==> src/rtl/video_pkg.sv <==
`default_nettype none
// +------------------------------------------------------------------+
// | Package     : video_pkg                                          |
// | Description : Shared constants for the video output formatter:   |
// |               measurement width, colour field positions and      |
// |               pipeline depth.                                    |
// | Revision    : 1.0 - initial release                              |
// +------------------------------------------------------------------+
package video_pkg;

  // Default width of the line/pixel measurement counters
  localparam int c_max_dim_w  = 12;

  // Colour field positions inside the 32-bit clocked-video word
  localparam int c_chan_w     = 8;
  localparam int c_r_lsb      = 16;
  localparam int c_g_lsb      = 8;
  localparam int c_b_lsb      = 0;

  // Number of registered stages between the video input and the DAC pins
  localparam int c_pipe_depth = 2;

  // Pull one 8-bit colour channel out of a pixel word
  function automatic logic [c_chan_w-1:0] f_chan(input logic [31:0] i_word,
                                                 input int          i_lsb);
    f_chan = i_word[i_lsb +: c_chan_w];
  endfunction

endpackage : video_pkg
`default_nettype wire

==> src/rtl/video_timing_meas.sv <==
`default_nettype none
// +------------------------------------------------------------------+
// | Module      : video_timing_meas                                  |
// | Description : Measures active pixels per line and active lines   |
// |               per frame, counts frames and keeps sticky status   |
// |               (underflow, format change). Works on the stage-1   |
// |               registered datavalid / vsync of the formatter.     |
// | Revision    : 1.0 - initial release                              |
// +------------------------------------------------------------------+
module video_timing_meas #(
  parameter int MAX_DIM_W = 12
) (
  input  logic                 clk,
  input  logic                 rst_n,
  input  logic                 i_dv,
  input  logic                 i_vs,
  input  logic                 i_underflow,
  input  logic                 i_stat_clear,
  output logic [MAX_DIM_W-1:0] o_meas_width,
  output logic [MAX_DIM_W-1:0] o_meas_height,
  output logic [15:0]          o_frame_cnt,
  output logic                 o_underflow_sticky,
  output logic                 o_fmt_changed
);

  localparam logic [MAX_DIM_W-1:0] c_dim_max = {MAX_DIM_W{1'b1}};

  logic                 r_dv_q;
  logic                 r_vs_q;
  logic                 r_armed;
  logic [MAX_DIM_W-1:0] r_pix_cnt;
  logic [MAX_DIM_W-1:0] r_line_cnt;
  logic [MAX_DIM_W-1:0] r_line_width;
  logic [MAX_DIM_W-1:0] r_meas_w;
  logic [MAX_DIM_W-1:0] r_meas_h;
  logic [15:0]          r_frame_cnt;
  logic                 r_uf_sticky;
  logic                 r_fmt_chg;

  logic                 w_dv_fall;
  logic                 w_vs_rise;
  logic [MAX_DIM_W-1:0] w_line_next;
  logic [MAX_DIM_W-1:0] w_width_next;
  logic                 w_count_frame;
  logic                 w_fmt_diff;

  assign w_dv_fall = r_dv_q & ~i_dv;
  assign w_vs_rise = i_vs & ~r_vs_q;

  // A line ending on the boundary cycle is folded in before the frame is captured
  assign w_line_next  = w_dv_fall ? ((r_line_cnt == c_dim_max) ? r_line_cnt : r_line_cnt + 1'b1)
                                  : r_line_cnt;
  assign w_width_next = w_dv_fall ? r_pix_cnt : r_line_width;

  // Frames with no active lines, or the partial frame before the first boundary, are skipped
  assign w_count_frame = w_vs_rise & r_armed & (w_line_next != '0);

  // A zero previous value means "never measured", so it cannot flag a change
  assign w_fmt_diff = ((r_meas_w != '0) && (w_width_next != r_meas_w)) ||
                      ((r_meas_h != '0) && (w_line_next  != r_meas_h));

  // One-cycle history of datavalid and vsync for edge detection
  always_ff @(posedge clk or negedge rst_n) begin
    if (!rst_n) begin
      r_dv_q <= 1'b0;
      r_vs_q <= 1'b0;
    end else begin
      r_dv_q <= i_dv;
      r_vs_q <= i_vs;
    end
  end

  // Saturating pixel counter, restarted at the end of each active line
  always_ff @(posedge clk or negedge rst_n) begin
    if (!rst_n) begin
      r_pix_cnt <= '0;
    end else if (i_dv) begin
      if (r_pix_cnt != c_dim_max) begin
        r_pix_cnt <= r_pix_cnt + 1'b1;
      end
    end else if (w_dv_fall) begin
      r_pix_cnt <= '0;
    end
  end

  // Latch the pixel count of the line that just ended
  always_ff @(posedge clk or negedge rst_n) begin
    if (!rst_n) begin
      r_line_width <= '0;
    end else if (w_dv_fall) begin
      r_line_width <= r_pix_cnt;
    end
  end

  // Saturating line counter, restarted at every frame boundary
  always_ff @(posedge clk or negedge rst_n) begin
    if (!rst_n) begin
      r_line_cnt <= '0;
    end else if (w_vs_rise) begin
      r_line_cnt <= '0;
    end else begin
      r_line_cnt <= w_line_next;
    end
  end

  // Arm counting at the first boundary so a frame cut by reset is discarded
  always_ff @(posedge clk or negedge rst_n) begin
    if (!rst_n) begin
      r_armed <= 1'b0;
    end else if (w_vs_rise) begin
      r_armed <= 1'b1;
    end
  end

  // Publish the dimensions of each counted frame
  always_ff @(posedge clk or negedge rst_n) begin
    if (!rst_n) begin
      r_meas_w <= '0;
      r_meas_h <= '0;
    end else if (w_count_frame) begin
      r_meas_w <= w_width_next;
      r_meas_h <= w_line_next;
    end
  end

  // Frame counter; a frame counted on the clear cycle leaves it at one
  always_ff @(posedge clk or negedge rst_n) begin
    if (!rst_n) begin
      r_frame_cnt <= '0;
    end else if (w_count_frame) begin
      r_frame_cnt <= i_stat_clear ? 16'd1 : r_frame_cnt + 16'd1;
    end else if (i_stat_clear) begin
      r_frame_cnt <= '0;
    end
  end

  // Sticky format-change flag; a set on the clear cycle wins
  always_ff @(posedge clk or negedge rst_n) begin
    if (!rst_n) begin
      r_fmt_chg <= 1'b0;
    end else if (w_count_frame && w_fmt_diff) begin
      r_fmt_chg <= 1'b1;
    end else if (i_stat_clear) begin
      r_fmt_chg <= 1'b0;
    end
  end

  // Sticky underflow flag; a pulse on the clear cycle wins
  always_ff @(posedge clk or negedge rst_n) begin
    if (!rst_n) begin
      r_uf_sticky <= 1'b0;
    end else if (i_underflow) begin
      r_uf_sticky <= 1'b1;
    end else if (i_stat_clear) begin
      r_uf_sticky <= 1'b0;
    end
  end

  assign o_meas_width       = r_meas_w;
  assign o_meas_height      = r_meas_h;
  assign o_frame_cnt        = r_frame_cnt;
  assign o_underflow_sticky = r_uf_sticky;
  assign o_fmt_changed      = r_fmt_chg;

endmodule : video_timing_meas
`default_nettype wire

==> src/rtl/video_out_formatter.sv <==
`default_nettype none
// +------------------------------------------------------------------+
// | Module      : video_out_formatter                                |
// | Description : Two-stage register pipeline from the clocked-video |
// |               output to a VGA DAC: RGB split, blanking, sync     |
// |               polarity, plus timing measurement and status.      |
// | Revision    : 1.0 - initial release                              |
// +------------------------------------------------------------------+
module video_out_formatter
  import video_pkg::*;
#(
  parameter bit H_SYNC_NEG = 1'b1,
  parameter bit V_SYNC_NEG = 1'b1,
  parameter int MAX_DIM_W  = c_max_dim_w
) (
  input  logic                 clk_clk,
  input  logic                 reset_reset_n,
  input  logic [31:0]          vid_data,
  input  logic                 vid_datavalid,
  input  logic                 vid_h_sync,
  input  logic                 vid_v_sync,
  input  logic                 vid_underflow,
  input  logic                 stat_clear,
  output logic [7:0]           vga_r,
  output logic [7:0]           vga_g,
  output logic [7:0]           vga_b,
  output logic                 vga_hs,
  output logic                 vga_vs,
  output logic                 vga_blank_n,
  output logic [MAX_DIM_W-1:0] meas_width,
  output logic [MAX_DIM_W-1:0] meas_height,
  output logic [15:0]          frame_cnt,
  output logic                 underflow_sticky,
  output logic                 fmt_changed
);

  // Stage 1: raw capture of the clocked-video signals
  logic [c_chan_w-1:0] r_s1_r;
  logic [c_chan_w-1:0] r_s1_g;
  logic [c_chan_w-1:0] r_s1_b;
  logic                r_s1_dv;
  logic                r_s1_hs;
  logic                r_s1_vs;

  // Stage 2: DAC-facing output registers
  logic [c_chan_w-1:0] r_s2_r;
  logic [c_chan_w-1:0] r_s2_g;
  logic [c_chan_w-1:0] r_s2_b;
  logic                r_s2_blank_n;
  logic                r_s2_hs;
  logic                r_s2_vs;

  // Stage 1 capture of pixel fields, qualifier and active-high syncs
  always_ff @(posedge clk_clk or negedge reset_reset_n) begin
    if (!reset_reset_n) begin
      r_s1_r  <= '0;
      r_s1_g  <= '0;
      r_s1_b  <= '0;
      r_s1_dv <= 1'b0;
      r_s1_hs <= 1'b0;
      r_s1_vs <= 1'b0;
    end else begin
      r_s1_r  <= f_chan(vid_data, c_r_lsb);
      r_s1_g  <= f_chan(vid_data, c_g_lsb);
      r_s1_b  <= f_chan(vid_data, c_b_lsb);
      r_s1_dv <= vid_datavalid;
      r_s1_hs <= vid_h_sync;
      r_s1_vs <= vid_v_sync;
    end
  end

  // Stage 2: blank colour outside active video and apply sync polarity only here
  always_ff @(posedge clk_clk or negedge reset_reset_n) begin
    if (!reset_reset_n) begin
      r_s2_r       <= '0;
      r_s2_g       <= '0;
      r_s2_b       <= '0;
      r_s2_blank_n <= 1'b0;
      r_s2_hs      <= H_SYNC_NEG;
      r_s2_vs      <= V_SYNC_NEG;
    end else begin
      r_s2_r       <= r_s1_dv ? r_s1_r : '0;
      r_s2_g       <= r_s1_dv ? r_s1_g : '0;
      r_s2_b       <= r_s1_dv ? r_s1_b : '0;
      r_s2_blank_n <= r_s1_dv;
      r_s2_hs      <= r_s1_hs ^ H_SYNC_NEG;
      r_s2_vs      <= r_s1_vs ^ V_SYNC_NEG;
    end
  end

  assign vga_r       = r_s2_r;
  assign vga_g       = r_s2_g;
  assign vga_b       = r_s2_b;
  assign vga_blank_n = r_s2_blank_n;
  assign vga_hs      = r_s2_hs;
  assign vga_vs      = r_s2_vs;

  video_timing_meas #(
    .MAX_DIM_W (MAX_DIM_W)
  ) u_meas (
    .clk                (clk_clk),
    .rst_n              (reset_reset_n),
    .i_dv               (r_s1_dv),
    .i_vs               (r_s1_vs),
    .i_underflow        (vid_underflow),
    .i_stat_clear       (stat_clear),
    .o_meas_width       (meas_width),
    .o_meas_height      (meas_height),
    .o_frame_cnt        (frame_cnt),
    .o_underflow_sticky (underflow_sticky),
    .o_fmt_changed      (fmt_changed)
  );

endmodule : video_out_formatter
`default_nettype wire

==> config.mk <==
export PLATFORM = sky130hd
export DESIGN_NAME = video_out_formatter
export DESIGN_NICKNAME = d
export VERILOG_FILES = /design/src/rtl/video_pkg.sv /design/src/rtl/video_timing_meas.sv /design/src/rtl/video_out_formatter.sv
export SDC_FILE = /design/constraint.sdc
export NUM_CORES = 1
export LEC_CHECK = 0
export CAP_MARGIN = 20
export CORE_MARGIN = 2
export CORE_UTILIZATION = 54
export CTS_BUF_LIST = sky130_fd_sc_hd__clkbuf_8
export CTS_CLUSTER_SIZE = 24
export DETAILED_ROUTE_END_ITERATION = 10
export PLACE_DENSITY = 0.82
export SETUP_SLACK_MARGIN = 0.1
export SYNTH_ARGS = -nofsm -noshare
export SYNTH_HDL_FRONTEND = slang
export SYNTH_SLANG_ARGS = --single-unit
==> constraint.sdc <==
create_clock -name clk_clk -period 3.8 [get_ports clk_clk]
set_input_delay 0.76 -clock clk_clk [delete_from_list [all_inputs] [get_ports clk_clk]]
set_output_delay 0.76 -clock clk_clk [all_outputs]
set_load 0.02 [all_outputs]
==> flow_summary.yaml, run 1 <==
die:
  num_io_pins: 108
  rows: 37
  core_area_um2: 10400
  fp.dieH_um: 108
  dieWidth_um: 108
  dieArea_um2: 11600
  start_util_pct: 55.8
worst_setup_path:
  end_kind: "flip-flop"
  path_class: "flip-flop to flip-flop"
  cp_max_fo: 24
  r2r_start: "u_meas.r_line_cnt[0]$_DFF_PN0_"
  cp.arrival_ps: 3620
  r2r_end: "u_meas.o_meas_height[9]$_DFFE_PN0P_"
  r2r_slack_ps: 460
  r2r_cells: 9
  critPathRequiredTime_ps: 4080
  worst_setup_path_start_kind: "flip-flop"
power_and_ir_drop:
  clockPowerShare_pct: 38.3
  p_leak_nw: 3.32
  p_seq_share_pct: 45.7
  swShare_pct: 26.6
  power.switching_w: 0.000936
  p_per_area_nw_per_um2: 476
  p_int_w: 0.00258
  ir_worst_vdd_mv: 0.254
  pwr-share-comb_pct: 16.0
timing:
  setup_viol: 0
  finalCriticalPeriod_ps: 3340
  finalSetupTns_ps: 0
  hold_viol: 0
  max_freq_mhz: 299
  finClkSkew_ps: 9.49
  slew_headroom_pct: 47.2
  worstMarginPinSlew_ps: 788
  rsz0062_at_grt: "false"
  fin_crit_sh_pct: 88.0
  drv_slew: 0
logic_synthesis:
  synth_top_family_by_area: "simple AND/OR/NAND/NOR gates"
  synthAdderAreaFrac_pct: 0.649
  synth_warnings: 0
  synth_edf_count: 0
  syn-num-nets: 606
  synth_ff_type: "dfrtp_1"
  synthCells: 564
  synth_compound_area_share_pct: 7.96
  seq_area_frac_synth_pct: 58.0
  syn_area_per_cell_um2: 10.3
  syn_area_um2: 5790
  synth_cell_types: 54
  yosys.area_share.simple_pct: 22.6
  synth-xor-area-share_pct: 5.45
  async_flop_share_pct: 100
  synth_mux_area_share_pct: 2.01
  synth_seq_cells: 134
global_routing:
  antenna_found_initial: 0
  grt_pass1_vias: 4628
  track_usage_pct: 24.8
  grt_max_degree: 95
  overflow: 0
  grt_pass1_wl_um: 22300
detailed_routing:
  drt_pass1_iterations: 6
  top_layer_used: "met4"
  final_antenna_net_count: 0
  routedWlPerCell_um: 16.2
  met2_length_um: 6640
  wl_met3_um: 904
  drc: 0
  vias_per_cell: 5.66
  drt-total-wl_um: 13200
  vias: 4600
  drt-met1-wl_um: 5480
  drtIter0Drc: 418
clock_tree:
  cts_buffer_depth: 2
  clkTransAtPathRegs_ps: 70
  h-tree-depth: 4
  clkLatencyLatePin_ps: 420
  cts_tree: "built"
  cts_num_sinks: 134
  cts_buffers: 17
  root_buffer: "clkbuf_8"
  cts_hold_buf: 0
run:
  drv_cap: 0
placed_design:
  dp_hpwl_um: 8850
  place_congestion: 0.879
  port_buffers: 99
  placed_area_um2: 6910
worst_hold_path:
  worstHoldPathType: "primary input to asynchronous set/reset pin"
finish:
  layout.nets: 707
  drive_gt1_share_pct: 8.27
  layout_common_cells: "dfrtp_1, clkdlybuf4s50_1, nand2_1"
  final_cell_area_um2: 7380
  final_common_cell: "dfrtp_1"
  num-fill-cells: 739
  multiInputGateArea_um2: 2240
  regArea_um2: 3360
  insertedDiodeCount: 0
  area_delta_synth_final_pct: 27.5
status:
  status: "finished, final reports clean"
routing by layer:
metal,track usage [%],vias up
met5,0,-
met4,8.79,0
met3,7.14,16
met2,38.6,177
met1,33.4,2275
li1,-,2132
cell usage after synthesis (4+ instances only):
master,instances,area [µm²]
a21oi_1,10,50.1
and2_1,25,156
and3_1,13,81.3
buf_2,6,30.0
clkbuf_1,15,56.3
dfrtp_1,132,3300
inv_1,19,71.3
mux2i_1,8,80.1
nand2_1,88,330
nand2b_1,7,43.8
nand3_1,23,115
nand4_1,10,62.6
nor2_1,40,150
nor2b_1,4,25.0
nor3_1,10,50.1
nor4_1,12,75.1
o21ai_0,41,205
or2_2,4,25.0
or3_1,5,31.3
xnor2_1,14,123
xor2_1,22,193
critical path, stage by stage, from the launching register on:
cell and delay, ps:
dfrtp_1 440, ha_1 350, nand4b_1 260, or4_4 490, mux2i_2 270, nand4_1 210, or4_4 630, nand2_4 260
buf_12 190, o21ai_0 80
worst max path at each step:
stage          slack, ps                             endpoint                      startpoint
2_1_floorplan        920  u_meas.o_meas_height[2]$_DFFE_PN0P_  u_meas.r_line_cnt[0]$_DFF_PN0_
3_3_place_gp         450  u_meas.o_meas_height[9]$_DFFE_PN0P_  u_meas.r_line_cnt[0]$_DFF_PN0_
3_5_place_dp         370  u_meas.o_meas_height[5]$_DFFE_PN0P_  u_meas.r_line_cnt[0]$_DFF_PN0_
4_1_cts              320  u_meas.o_meas_height[5]$_DFFE_PN0P_  u_meas.r_line_cnt[0]$_DFF_PN0_
5_1_grt              210  u_meas.o_meas_height[0]$_DFFE_PN0P_  u_meas.r_line_cnt[2]$_DFF_PN0_
6_report             460  u_meas.o_meas_height[9]$_DFFE_PN0P_  u_meas.r_line_cnt[0]$_DFF_PN0_
power by group through the flow:
stage	registers [W]	clock network, W	logic (W)
CTS	0.00160	0.00136	0.000563
global route	0.00162	0.00143	0.000622
global placement	0.00162	0	0.000539
finish	0.00161	0.00135	0.000563
detailed placement	0.00163	0	0.000554
floorplan	0.00167	0	0.000260
flip-flops by register name (all words and copies together), names as in the netlist, 8 cells and up:
register / flops
u_meas.r_line_width: 12
u_meas.o_frame_cnt: 16
u_meas.r_line_cnt: 12
u_meas.r_pix_cnt: 12
vga_g: 8
vga_r: 8
r_s1_r: 8
r_s1_b: 8
r_s1_g: 8
vga_b: 8
u_meas.o_meas_width: 12
u_meas.o_meas_height: 12
metrics by stage:
| step | util [%] | setup WS (ps) | power [W] | instances | hold slack, ps |
|---|---|---|---|---|---|
| 3_3_place_gp | 66.6 | 453 | 0.00216 | 782 | 346 |
| 5_1_grt | 71.2 | 209 | 0.00367 | 813 | 317 |
| 4_1_cts | 71.1 | 325 | 0.00353 | 813 | 303 |
| 3_5_place_dp | 66.6 | 369 | 0.00218 | 782 | 348 |
| 6_report | 71.2 | 457 | 0.00352 | 813 | 305 |
| 2_1_floorplan | - | 923 | 0.00193 | 564 | 337 |
area by class of cell:
type | count | area share, %
tap | 136 | 2.31
clock inverter | 12 | 2.75
multi-input combinational | 386 | 30.4
sequential | 134 | 45.5
timing repair buffer | 107 | 14.5
clock buffer | 19 | 3.54
inverter | 19 | 0.967
logic make-up after synthesis:
kind of cell	count (synthesis)
compound gates	78
xor+xnor	36
fa+ha+maj	3
buf+inv	44
flops	134
mux	11
simple gates	258
what timing repair did:
item                                    in CTS  in global routing
endpoints found under the setup margin       0                 13
gates resized for setup                      0                  2
setup buffers                                0                  0
No activity file was read; power rests on OpenSTA's default activity.
==> run 2: changes to the inputs <==
--- a/config.mk
+++ b/config.mk
@@ -6,13 +6,15 @@
 export NUM_CORES = 1
 export LEC_CHECK = 0
 export CAP_MARGIN = 20
+export CORE_ASPECT_RATIO = 1.75
 export CORE_MARGIN = 2
-export CORE_UTILIZATION = 54
+export CORE_UTILIZATION = 59
 export CTS_BUF_LIST = sky130_fd_sc_hd__clkbuf_8
 export CTS_CLUSTER_SIZE = 24
 export DETAILED_ROUTE_END_ITERATION = 10
-export PLACE_DENSITY = 0.82
+export PLACE_DENSITY = 0.88
 export SETUP_SLACK_MARGIN = 0.1
 export SYNTH_ARGS = -nofsm -noshare
 export SYNTH_HDL_FRONTEND = slang
+export SYNTH_HIERARCHICAL = 1
 export SYNTH_SLANG_ARGS = --single-unit
==> constraint.sdc (replaced) <==
create_clock -name clk_clk -period 3.86 [get_ports clk_clk]
set_input_delay 0.772 -clock clk_clk [delete_from_list [all_inputs] [get_ports clk_clk]]
set_output_delay 0.772 -clock clk_clk [all_outputs]
set_load 0.02 [all_outputs]
==> run 2 against run 1 <==
Routed wire length rose by 8.0%. Non-clock buffer count rose by 1. Synthesized cell count fell by 2.3%. Final cell count fell by 1.5%. Critical path type unchanged. Highest routed layer unchanged.
==> flow_summary.yaml, run 2 <==
timing:
  finalCriticalPeriod_ps: 3360
  slew_headroom_pct: 30.4
  worst_slack_ps: 499
  worstMarginPinSlew_ps: 1040
  drv_slew: 0
  rsz0062_at_grt: "false"
  finalSetupTns_ps: 0
  finClkSkew_ps: 17.1
  max_freq_mhz: 298
  setup_viol: 0
  hold_viol: 0
  fin_crit_sh_pct: 87.1
power_and_ir_drop:
  clockPowerShare_pct: 34.2
  p_int_w: 0.00233
  p_per_area_nw_per_um2: 438
  power.total_w: 0.00337
  swShare_pct: 30.7
  ir_worst_vdd_mv: 0.321
  power.switching_w: 0.00104
  p_leak_nw: 3.43
  pwr-share-comb_pct: 18.3
  p_seq_share_pct: 47.5
global_routing:
  antenna_found_initial: 0
  grt_pass1_wl_um: 23500
  met3_usage_pct: 4.99
  grt_pass1_vias: 4906
  gr-usage-met1_pct: 29.6
  grtUsageMet2_pct: 48.0
  grt-busiest-layer: "met2"
  overflow: 0
  track_usage_pct: 27.2
  grt_max_degree: 108
die:
  dieWidth_um: 81.4
  start_util_pct: 60.3
  core_area_um2: 10200
  num_io_pins: 108
  dieArea_um2: 11300
  rows: 49
  fp.dieH_um: 139
worst_setup_path:
  r2r_start: "u_meas/r_line_cnt[0]$_DFF_PN0_"
  crit_chain: "ha_1, nand3_1, o41ai_2, nor2_1, a22oi_2, nor4_4, buf_4, a2111oi_1, mux2_1"
  worst_setup_path_start_kind: "flip-flop"
  slowest_delay_ps: 690
  cpMaxStageDelayCell: "o41ai_2"
  crit_path_start: "u_meas/r_line_cnt[0]$_DFF_PN0_"
  critPathRequiredTime_ps: 4170
  path_class: "flip-flop to flip-flop"
  cp_max_fo: 13
  cp.arrival_ps: 3670
  end_kind: "flip-flop"
logic_synthesis:
  syn_area_um2: 6180
  synth_compound_area_share_pct: 8.71
  yosys.area_share.simple_pct: 19.3
  yosysTopAreaCell: "dfrtp_1"
  async_flop_share_pct: 100
  seq_area_frac_synth_pct: 54.7
  synth_top_family_by_area: "simple AND/OR/NAND/NOR gates"
  synthAdderAreaFrac_pct: 0.608
  synth_warnings: 6
  synth_top_area_share_pct: 53.9
  syn_area_per_cell_um2: 11.2
  netlist_top_cells_count: "dfrtp_1, nand2_1, nor2_1, o21ai_0"
  synthCells: 551
  synth_seq_cells: 135
  synth_edf_count: 0
  synth_ff_type: "dfrtp_1"
  synth-xor-area-share_pct: 3.99
  synth_mux_area_share_pct: 9.60
  synth_cell_types: 63
  synthMostInstantiatedCell: "dfrtp_1"
  yosys-top-cells-area: "dfrtp_1, mux2_2, mux2i_1, nand2_1, nor2_1"
  syn-num-nets: 593
detailed_routing:
  vias_per_cell: 5.83
  drt_pass1_iterations: 5
  routedWlPerCell_um: 17.8
  drt-total-wl_um: 14200
  drc: 0
  drtIter0Drc: 304
  final_antenna_net_count: 0
  vias: 4666
clock_tree:
  cts_num_sinks: 135
  clkLatencyLatePin_ps: 440
  clkTransAtPathRegs_ps: 80
  cts_hold_buf: 0
  cts_resized: 0
  root_buffer: "clkbuf_8"
  h-tree-depth: 4
  cts_buffers: 17
  cts_tree: "built"
  cts_buffer_depth: 2
  postCtsSetupBuffers: 0
placed_design:
  place_ws_ps: 481
  port_buffers: 99
  dp_hpwl_um: 10200
  place_congestion: 0.893
finish:
  drive_gt1_share_pct: 15.4
  fin_util_pct: 75.2
  largest_register_ffs: 16
  layout.nets: 703
  insertedDiodeCount: 0
  final_common_cell: "dfrtp_1"
  area_delta_synth_final_pct: 24.7
  num-fill-cells: 703
  layout_common_cells: "dfrtp_1, clkdlybuf4s50_1, nand2_1, nor2_1, o21ai_0"
worst_hold_path:
  min_from: "r_s1_hs$_DFF_PN0_"
  worstHoldPathType: "flip-flop to flip-flop"
status:
  status: "finished, final reports clean"
run:
  drv_cap: 0
[run 2: changes by cell type after synthesis, sizes merged, moves of 7 or more]
cell / previous run / this run
a21oi: 10 / 17
clkbuf: 15 / 8
mux2: 2 / 34
mux2i: 9 / 18
nand2: 89 / 46
nand3: 25 / 17
nor2b: 4 / 18
o21ai: 44 / 27
xor2: 22 / 8
[run 2: cells by family after synthesis]
group,after synthesis
simple gates,214
flops,135
compound gates,80
mux,52
buf+inv,42
xor+xnor,25
fa+ha+maj,3
[run 2: routing by layer]
metal | wire length [µm] | part of all wire [%] | up-vias
met5 | 0 | 0 | -
met4 | 626 | 4.4 | 0
met3 | 455 | 3.2 | 49
met2 | 7960 | 56 | 153
met1 | 5180 | 36 | 2312
li1 | - | - | 2152
[run 2: per-stage QoR]
step	hold WS [ps]	instance area, µm²	instances
CTS	368	7700	801
global placement	347	7310	769
global route	389	7700	801
floorplan	337	6180	551
finish	364	7700	801
detailed placement	355	7310	769
[run 2: power by group through the flow]
stage               registers (W)  logic, W  clock network, W
finish                    0.00160  0.000618           0.00115
global placement          0.00162  0.000600                 0
global route              0.00162  0.000668           0.00124
detailed placement        0.00163  0.000617                 0
CTS                       0.00160  0.000621           0.00118
floorplan                 0.00167  0.000301                 0
[run 2: final timing paths]
kind	slack [ps]	end	cells past startpoint
min reg2reg	360	vga_hs$_DFF_PN1_	1
min in group asynchronous	420	u_meas/o_meas_width[4]$_DFFE_PN0P_	1
min	360	vga_hs$_DFF_PN1_	1
max	500	u_meas/o_frame_cnt[15]$_DFFE_PN0P_	9
max reg2reg	500	u_meas/o_frame_cnt[15]$_DFFE_PN0P_	9
max in group asynchronous	2570	vga_vs$_DFF_PN1_	2
[run 2: final cells by class]
cell class              instances  area, µm²  share of cell area [%]
repair buffers                108       1070                    13.9
clock buffers                  17        234                    3.04
multi-input cells             374       2610                    33.8
inverters                      25       93.8                    1.22
well taps                     127        159                    2.06
flip-flops and latches        135       3380                    43.9
clock inverters                15        155                    2.01
[run 2: worst max-delay path: cells and delay by family, from the launching register on]
kind                       cells  cell delay (ps)
AOI/OAI and AO/OA              3             1430
adders and majority gates      1              240
buffers and inverters          1              190
DFF                            1              500
muxes                          1              370
and+or+nand+nor                3              500
==> run 3: changes to the inputs <==
--- a/config.mk
+++ b/config.mk
@@ -13,6 +13,7 @@
 export CTS_CLUSTER_SIZE = 24
 export DETAILED_ROUTE_END_ITERATION = 10
 export PLACE_DENSITY = 0.88
+export RECOVER_POWER = 25
 export SETUP_SLACK_MARGIN = 0.1
 export SYNTH_ARGS = -nofsm -noshare
 export SYNTH_HDL_FRONTEND = slang
==> run 3 against run 2 <==
The flow now finishes with violations (max-capacitance violations, max-slew violations). Non-clock buffer count unchanged. Largest power group unchanged. Sequential share of layout area increased by 0.079 points. Final area shrank 0.18%. Largest cell class unchanged. Clock-buffer cell count unchanged. Clock power about the same. Worst hold slack hardly changed. Clock skew about the same. Via count grew 0.71%. Final cell count stayed put. Worst setup slack improved by 10 ps. Total power barely moved. Register-to-register slack hardly changed.
==> flow_summary.yaml, run 3 (synthesis gave the netlist of run 2 again) <==
placed_design:
  dp_hpwl_um: 10200
  placed_area_um2: 7310
  port_buffers: 99
  place_congestion: 0.893
detailed_routing:
  drtIter0Drc: 303
  drt_pass1_iterations: 5
  drt-total-wl_um: 14200
  vias: 4699
  final_antenna_net_count: 0
  routedWlPerCell_um: 17.8
  drc: 0
  vias_per_cell: 5.87
die:
  start_util_pct: 60.3
  fp.dieH_um: 139
  rows: 49
  dieArea_um2: 11300
  dieWidth_um: 81.4
  num_io_pins: 108
  core_area_um2: 10200
timing:
  max_freq_mhz: 298
  finalCriticalPeriod_ps: 3350
  rsz0062_at_grt: "false"
  finClkSkew_ps: 17.0
  drv_slew: 108
  slew_headroom_pct: -68.7
  worstMarginPinSlew_ps: 2530
  hold_viol: 0
  fin_crit_sh_pct: 86.8
  finalSetupTns_ps: 0
  setup_viol: 0
clock_tree:
  cts_tree: "built"
  cts_buffer_depth: 2
  root_buffer: "clkbuf_8"
  clkLatencyLatePin_ps: 440
  cts_buffers: 17
  cts_resized: 0
  postCtsSetupBuffers: 0
  cts_num_sinks: 135
  cts_hold_buf: 0
  h-tree-depth: 4
  clkTransAtPathRegs_ps: 80
status:
  status: "finished, violations left"
  violations: "max-capacitance violations, max-slew violations"
global_routing:
  grt_max_degree: 108
  grt_pass1_vias: 4906
  track_usage_pct: 27.2
  overflow: 0
  grt_pass1_wl_um: 23500
  antenna_found_initial: 0
power_and_ir_drop:
  power.switching_w: 0.00104
  ir_worst_vdd_mv: 0.317
  p_seq_share_pct: 47.6
  clockPowerShare_pct: 34.2
  p_per_area_nw_per_um2: 438
  swShare_pct: 30.9
  pwr-share-comb_pct: 18.2
  p_leak_nw: 3.42
  p_int_w: 0.00233
worst_setup_path:
  r2r_cells: 9
  r2r_start: "u_meas/r_line_cnt[0]$_DFF_PN0_"
  r2r_slack_ps: 510
  slowest_delay_ps: 680
  cp.arrival_ps: 3660
  end_kind: "flip-flop"
  cp_max_fo: 13
  crit_chain: "ha_1, nand3_1, o41ai_2, nor2_1, a22oi_2, nor4_4, buf_4, a2111oi_1, mux2_1"
  crit_family: "compound AO/OA/AOI/OAI gates"
  crit_buf_inv: 1
  worst_setup_path_start_kind: "flip-flop"
  r2r_end: "u_meas/o_frame_cnt[15]$_DFFE_PN0P_"
  path_class: "flip-flop to flip-flop"
  cpMaxStageDelayCell: "o41ai_2"
  cp.depth: 9
  critPathRequiredTime_ps: 4170
finish:
  area_delta_synth_final_pct: 24.4
  layout_common_cells: "dfrtp_1, clkdlybuf4s50_1, nand2_1, nor2_1, dlygate4sd3_1"
  drive_gt1_share_pct: 15.1
  final_common_cell: "dfrtp_1"
  final_cell_area_um2: 7690
  layout.nets: 703
  fin_util_pct: 75.1
  insertedDiodeCount: 0
  num-fill-cells: 706
  largest_register_ffs: 16
worst_hold_path:
  worstHoldPathType: "flip-flop to flip-flop"
  hold_end: "vga_hs$_DFF_PN1_"
  min_from: "r_s1_hs$_DFF_PN0_"
  hold_depth: 1
run:
  drv_cap: 1
## run 3: cell count changes in the layout (fill, tap and decap cells not counted), sizes merged
cell,previous run,this run
clkdlybuf4s50,98,71
dlygate4sd3,0,27
buf,10,7
clkbuf,17,20
## run 3: how the worst max path moves through the flow
stage | from | endpoint | slack [ps]
after floorplan | r_s1_dv$_DFF_PN0_ | u_meas/o_frame_cnt[11]$_DFFE_PN0P_ | 1000
after global placement | u_meas/r_line_cnt[0]$_DFF_PN0_ | u_meas/o_frame_cnt[15]$_DFFE_PN0P_ | 620
after detailed placement | u_meas/r_line_cnt[0]$_DFF_PN0_ | u_meas/o_frame_cnt[15]$_DFFE_PN0P_ | 480
after CTS | u_meas/r_line_cnt[0]$_DFF_PN0_ | u_meas/o_frame_cnt[15]$_DFFE_PN0P_ | 460
after global routing | u_meas/r_line_cnt[0]$_DFF_PN0_ | u_meas/o_frame_cnt[15]$_DFFE_PN0P_ | 300
final | u_meas/r_line_cnt[0]$_DFF_PN0_ | u_meas/o_frame_cnt[15]$_DFFE_PN0P_ | 510
## run 3: area by class of cell
cell class,count,area (µm²),share of cell area [%]
sequential,135,3380,44.0
multi-input combinational,374,2610,33.9
timing repair buffer,108,1060,13.8
clock buffer,17,234,3.04
tap,127,159,2.07
clock inverter,15,155,2.02
inverter,25,93.8,1.22
## run 3: through the flow
step                      hold WS (ps)  setup slack (ps)  total power (W)  std cells
after global placement             347               615          0.00222        769
after detailed placement           355               481          0.00224        769
after floorplan                    337              1000          0.00197        551
after global routing               389               299          0.00352        801
final                              363               509          0.00337        801
after CTS                          368               460          0.00340        801
## run 3: power groups by stage
stage          Combinational [W]  Sequential, W  Clock, W
3_3_place_gp            0.000600        0.00162         0
2_1_floorplan           0.000301        0.00167         0
3_5_place_dp            0.000617        0.00163         0
4_1_cts                 0.000621        0.00160   0.00118
5_1_grt                 0.000661        0.00162   0.00124
6_report                0.000613        0.00160   0.00115
## run 3: metal layers
layer	part of all wire [%]	vias to the layer above	global-route usage, %
li1	-	2152	-
met1	36	2342	29.6
met2	56	157	48.0
met3	3.3	48	4.99
met4	4.1	0	15.2
met5	0	-	0
